File: config.mk
export PLATFORM = sky130hd
export DESIGN_NAME = ram_rr_arbiter
export DESIGN_NICKNAME = d
export VERILOG_FILES = /design/src/rtl/ram_arb_pkg.sv /design/src/rtl/rr_picker.sv /design/src/rtl/ram_rr_arbiter.sv
export SDC_FILE = /design/constraint.sdc
export NUM_CORES = 1
export LEC_CHECK = 0
export BUFFER_PORTS_ARGS = -buffer_cell sky130_fd_sc_hd__buf_2
export CORE_AREA = 2 2 113 115
export CTS_BUF_LIST = sky130_fd_sc_hd__clkbuf_2 sky130_fd_sc_hd__clkbuf_4 sky130_fd_sc_hd__clkbuf_8
export CTS_CLUSTER_SIZE = 28
export DETAILED_ROUTE_END_ITERATION = 8
export DIE_AREA = 0 0 115 117
export PLACE_DENSITY = 0.8
export SYNTH_ARGS = -nofsm -noshare
export SYNTH_HDL_FRONTEND = slang
export SYNTH_SLANG_ARGS = --single-unit
File: constraint.sdc
create_clock -name clk_i -period 1.9 [get_ports clk_i]
set_input_delay 0.095 -clock clk_i [delete_from_list [all_inputs] [get_ports clk_i]]
set_output_delay 0.095 -clock clk_i [all_outputs]
set_load 0.01 [all_outputs]
File: src/rtl/ram_arb_pkg.sv
// Shared definitions for the RAM round-robin arbiter.
// Holds the FSM state encoding and the default block widths.
package ram_arb_pkg;

  localparam int unsigned DEF_NUM_REQ = 4;
  localparam int unsigned DEF_ADDR_W  = 8;
  localparam int unsigned DEF_DATA_W  = 32;

  typedef enum logic [1:0] {
    ST_IDLE   = 2'd0,
    ST_WR     = 2'd1,
    ST_RD_ISS = 2'd2,
    ST_RD_CAP = 2'd3
  } state_t;

endpackage

File: src/rtl/rr_picker.sv
// Combinational request picker for the RAM arbiter.
// Default: round-robin, search starts at ptr+1 and wraps modulo NUM_REQ.
// RAM_ARB_FIXED_PRIO_EN defined: lowest set index wins and ptr is ignored.
// Ports:
//   req     in  NUM_REQ  request vector
//   ptr     in  IDX_W    index of the last winner
//   any     out 1        at least one request is set
//   win     out NUM_REQ  one-hot winner (zero when no request)
//   win_idx out IDX_W    binary index of the winner
module rr_picker
  import ram_arb_pkg::*;
#(
  parameter int unsigned NUM_REQ = DEF_NUM_REQ,
  parameter int unsigned IDX_W   = 2
) (
  input  logic [NUM_REQ-1:0] req,
  input  logic [IDX_W-1:0]   ptr,
  output logic               any,
  output logic [NUM_REQ-1:0] win,
  output logic [IDX_W-1:0]   win_idx
);

  logic found;

`ifdef RAM_ARB_FIXED_PRIO_EN
  logic unused_ptr;
  assign unused_ptr = ^ptr;

  // Lowest index wins.
  always_comb begin
    found   = 1'b0;
    win_idx = '0;
    for (int i = 0; i < int'(NUM_REQ); i++) begin
      if (!found && req[i]) begin
        found   = 1'b1;
        win_idx = IDX_W'(i);
      end
    end
    any = found;
    win = found ? (NUM_REQ'(1) << win_idx) : '0;
  end
`else
  logic [IDX_W-1:0] cand;

  // First set bit after ptr, wrapping; ptr itself is checked last.
  always_comb begin
    found   = 1'b0;
    win_idx = '0;
    cand    = '0;
    for (int i = 1; i <= int'(NUM_REQ); i++) begin
      cand = IDX_W'((32'(ptr) + 32'(i)) % NUM_REQ);
      if (!found && req[cand]) begin
        found   = 1'b1;
        win_idx = cand;
      end
    end
    any = found;
    win = found ? (NUM_REQ'(1) << win_idx) : '0;
  end
`endif

endmodule

File: src/rtl/ram_rr_arbiter.sv
// Shares one dual-port RAM (separate write/read ports) between NUM_REQ
// requesters using a req/gnt handshake and round-robin arbitration.
// Build option: RAM_ARB_FIXED_PRIO_EN selects fixed priority (lowest wins).
// Ports:
//   clk_i, rst_i           clock, synchronous active-high reset
//   req_i/we_i             per-requester request level and write select
//   addr_i/wdata_i         packed per-requester address / write data
//   gnt_o                  one-hot 1-cycle grant
//   rvalid_o/rdata_o       one-hot 1-cycle read-valid and read data
//   ram_wr_*               RAM write port drive
//   ram_rd_en_o/addr_o     RAM read port drive
//   ram_rd_data_i          RAM read data, valid while ram_rd_en_o is high
module ram_rr_arbiter
  import ram_arb_pkg::*;
#(
  parameter int unsigned NUM_REQ = DEF_NUM_REQ,
  parameter int unsigned ADDR_W  = DEF_ADDR_W,
  parameter int unsigned DATA_W  = DEF_DATA_W
) (
  input  logic                      clk_i,
  input  logic                      rst_i,
  input  logic [NUM_REQ-1:0]        req_i,
  input  logic [NUM_REQ-1:0]        we_i,
  input  logic [NUM_REQ*ADDR_W-1:0] addr_i,
  input  logic [NUM_REQ*DATA_W-1:0] wdata_i,
  output logic [NUM_REQ-1:0]        gnt_o,
  output logic [NUM_REQ-1:0]        rvalid_o,
  output logic [DATA_W-1:0]         rdata_o,
  output logic                      ram_wr_en_o,
  output logic [ADDR_W-1:0]         ram_wr_addr_o,
  output logic [DATA_W-1:0]         ram_wr_data_o,
  output logic                      ram_rd_en_o,
  output logic [ADDR_W-1:0]         ram_rd_addr_o,
  input  logic [DATA_W-1:0]         ram_rd_data_i
);

  localparam int unsigned IDX_W = (NUM_REQ > 1) ? $clog2(NUM_REQ) : 1;

  state_t             state;
  logic [IDX_W-1:0]   ptr;
  logic [IDX_W-1:0]   cur_idx;
  logic [IDX_W-1:0]   win_idx;
  logic [NUM_REQ-1:0] win;
  logic               any;

  rr_picker #(
    .NUM_REQ (NUM_REQ),
    .IDX_W   (IDX_W)
  ) u_picker (
    .req     (req_i),
    .ptr     (ptr),
    .any     (any),
    .win     (win),
    .win_idx (win_idx)
  );

  // FSM, request latch and registered RAM/client outputs.
  // Pulses and enables default low each cycle; addresses, write data and
  // rdata_o hold until overwritten.
  always_ff @(posedge clk_i) begin
    if (rst_i) begin
      state         <= ST_IDLE;
      ptr           <= IDX_W'(NUM_REQ - 1);
      cur_idx       <= '0;
      gnt_o         <= '0;
      rvalid_o      <= '0;
      rdata_o       <= '0;
      ram_wr_en_o   <= 1'b0;
      ram_wr_addr_o <= '0;
      ram_wr_data_o <= '0;
      ram_rd_en_o   <= 1'b0;
      ram_rd_addr_o <= '0;
    end else begin
      gnt_o       <= '0;
      rvalid_o    <= '0;
      ram_wr_en_o <= 1'b0;
      ram_rd_en_o <= 1'b0;
      case (state)
        ST_IDLE: begin
          if (any) begin
            cur_idx <= win_idx;
            gnt_o   <= win;
`ifndef RAM_ARB_FIXED_PRIO_EN
            ptr     <= win_idx;
`endif
            if (we_i[win_idx]) begin
              ram_wr_en_o   <= 1'b1;
              ram_wr_addr_o <= addr_i[win_idx*ADDR_W +: ADDR_W];
              ram_wr_data_o <= wdata_i[win_idx*DATA_W +: DATA_W];
              state         <= ST_WR;
            end else begin
              ram_rd_en_o   <= 1'b1;
              ram_rd_addr_o <= addr_i[win_idx*ADDR_W +: ADDR_W];
              state         <= ST_RD_ISS;
            end
          end
        end
        ST_WR: begin
          state <= ST_IDLE;
        end
        ST_RD_ISS: begin
          // Keep rd_en high so the RAM output stays driven through capture.
          ram_rd_en_o <= 1'b1;
          state       <= ST_RD_CAP;
        end
        ST_RD_CAP: begin
          rdata_o  <= ram_rd_data_i;
          rvalid_o <= NUM_REQ'(1) << cur_idx;
          state    <= ST_IDLE;
        end
        default: begin
          state <= ST_IDLE;
        end
      endcase
    end
  end

endmodule

==> run_results.csv <==
group,metric,value,unit
route,firstDrtPassIters,7,
sta,finalSetupViolations,50,
synthesis,synth-async-reset-ratio,0,
sta,skew,0.0107,ns
sta,fmax,0.503,GHz
clocking,cts.htree.levels,3,
synthesis,synth_cell_types,37,
route,drc,0,
clocking,cts.sinks,96,
synthesis,yosysWarnings,0,
synthesis,synthCells,563,
synthesis,ys.flop_type,"dfxtp_1",
synthesis,synth_edf_count,0,
sta,hold_viol,0,
status,failed_checks,"setup timing",
sta,fin_crit_sh,1.05,
synthesis,synth_top_area_cell,"dfxtp_1",
route,vias,5595,
final_layout,fin_nets,1106,
synthesis,yosys-top-cells-area,"dfxtp_1, mux2i_1, nand2_1",
critical_path,path_cells,"nand2b_4 -> a211oi_4 -> buf_4 -> nand3_2 -> mux2i_4 -> buf_6 -> buf_12 -> o221ai_1 -> a21oi_1",
critical_path,cp-end-kind,"register",
clocking,clkTransAtPathRegs,0.10,ns
synthesis,synth-compound-area-share,0.161,
floorplan,ios,292,
critical_path,startpoint_type,"register",
global_route,grt_overflow_total,0,
clocking,cts_tree,"built",
global_route,antenna_found_initial,0,
clocking,clock_latency,0.37,ns
sta,holdWs,0.141,ns
sta,max-slew-margin-rel,0.533,
sta,final_max_slew_viol_count,0,
global_route,grt_max_degree,76,
synthesis,syn-num-nets,765,
route,initialDrtViolationCount,336,
sta,fin_crit,1.99,ns
route,detail-route-antenna-nets,0,
sta,tightest_slew,0.696,ns
power_and_ir_drop,p_total,0.00734,W
sta,rsz0062_at_grt,"yes",
critical_path,critPathArrivalTime,2.30,ns
route,via_per_inst,5.28,
sta,fin_tns_setup,-2.59,ns
floorplan,placementRows,41,
route,drt-wirelength-per-cell,16.5,µm
critical_path,crit_type,"register to register",
route,wl,17500,µm
power_and_ir_drop,power_leakage,3.55,nW
floorplan,start_util,0.396,
power_and_ir_drop,peakVddDrop,0.567,mV
synthesis,synth-seq-cells,96,
synthesis,muxShareOfSynthArea,0.222,
sta,worst_slack,-0.0871,ns
global_route,grt_pass1_wl,26300,µm
clocking,cts_buffer_depth,2,
floorplan,die-area,0.0135,mm²
floorplan,die_x,115,µm
critical_path,crit_slowest_cell,"dfxtp_2",
synthesis,synth_simple_gate_area_frac,0.175,
floorplan,core,0.0123,mm²
run,drv_cap,0,
clocking,cts_root_buf,"clkbuf_8",
synthesis,synth_top_family_by_area,"multiplexers",
critical_path,slowest_delay,0.35,ns
synthesis,post-synth-top-area-fraction,0.394,
floorplan,die_y,117,µm
placement,place_congestion,0.820,
clocking,numCtsBuffers,9,
synthesis,synth_seq_area_share,0.394,
synthesis,synth_common_cells,"nand2_1, dfxtp_1, a21oi_1, mux2i_1, mux2_2",
placement,io_buffers,291,
synthesis,synthXorXnorAreaFrac,0,
critical_path,cp_max_fo,10,
final_layout,drive_gt1_frac,0.471,
synthesis,yosysMostFrequentCell,"nand2_1",
status,status,"finished with violations",
critical_path,regToRegSetupSlack,-0.09,ns
final_layout,num_antenna_cells,0,
global_route,grt_use_total,0.252,
placement,hpwl,12200,µm
power_and_ir_drop,powerDensity,974,mW/mm²
critical_path,worstPathRequired,2.21,ns
synthesis,synth_area,0.00488,mm²
synthesis,avgSynthCellArea,8.67,µm²
final_layout,layout-area-overhead-vs-synth,54.5,%
min_path,holdCritPathClass,"input pin to register",
synthesis,synth_fa_ha_area_frac,0,
global_route,grt_pass1_vias,5540,
==> power by group <==
part	total, W	leakage (nW)	switching (W)	internal, W
clock network	0.00140	0.0925	0.000781	0.000620
registers	0.00254	0.783	0.000182	0.00236
logic	0.00340	2.67	0.00171	0.00169
total	0.00734	3.55	0.00267	0.00467
==> through the flow <==
step | instances | worst slack, ns | util | instance area, µm²
5_1_grt | 1059 | -0.197 | 0.612 | 7540
3_5_place_dp | 1004 | -0.204 | 0.554 | 6820
2_1_floorplan | 563 | -0.00899 | - | 4890
6_report | 1059 | -0.0871 | 0.612 | 7540
3_3_place_gp | 1004 | -0.112 | 0.554 | 6820
4_1_cts | 1058 | -0.0940 | 0.608 | 7480
==> per-layer routing <==
metal  GRT usage  vias to the layer above  share of wire
met4       0.119                        0          0.029
li1            -                     2699              -
met5           0                        -              0
met3      0.0654                       36          0.089
met1       0.291                     2575           0.39
met2       0.436                      285           0.49
==> path summary, 6_finish.rpt <==
| check | startpoint | to | cells past startpoint |
|---|---|---|---|
| setup / recovery | ptr[0]$_SDFFE_PP1N_ | ram_wr_data_o[6]$_SDFFE_PP0P_ | 9 |
| hold / removal | req_i[2] | ptr[0]$_SDFFE_PP1N_ | 4 |
| setup reg to reg | ptr[0]$_SDFFE_PP1N_ | ram_wr_data_o[6]$_SDFFE_PP0P_ | 9 |
| hold reg to reg | rdata_o[25]$_SDFFE_PP0N_ | rdata_o[25]$_SDFFE_PP0N_ | 2 |
==> flip-flops by register name (all words and copies together) (netlist names), 2 cells and up <==
signal and count:
ram_rd_addr_o 8, state 2, rvalid_o 4, ram_wr_addr_o 8, rdata_o 32, ptr 2, ram_wr_data_o 32, cur_idx 2
gnt_o 4
==> placed cells by master, fill, tap and decap left out, types with 5 or more instances in the layout <==
cell type      instances
mux2_2                37
nor2_1                10
dfxtp_1               94
dlygate4sd3_1         32
buf_2                291
buf_12                 9
o211ai_1               8
nor4_1                 5
a21oi_1               67
buf_6                  8
nand2_1              123
mux2i_1               58
clkbuf_8               9
buf_4                 38
o221ai_2               7
nand3_1               32
o221ai_1              25
==> worst max-delay path: cells and delay by family (launching register included) <==
kind / cells / cell delay, ns
AO/OA/AOI/OAI: 3 / 0.61
buffers and inverters: 3 / 0.45
flip-flops: 1 / 0.35
multiplexers: 1 / 0.25
AND/OR/NAND/NOR: 2 / 0.26
==> cell families after synthesis <==
logic type	count (synthesis)
compound gates	122
buf+inv	51
flops	96
mux	102
simple gates	192
==> timing repair <==
action	in CTS	in global routing
pin swaps	31	3
setup endpoints to repair	52	52
cloned	1	0
setup buffers	5	2
resized for setup	22	11
hold endpoints to repair	32	0
hold buffers	32	0
==> final cells by class <==
class	count	area, µm²
tap	150	188
timing repair buffer	380	2370
clock buffer	9	124
inverter	1	3.75
fill	1018	4770
clock inverter	7	78.8
sequential	96	1920
multi-input combinational	416	2850
(Power assumes the default switching activity.)
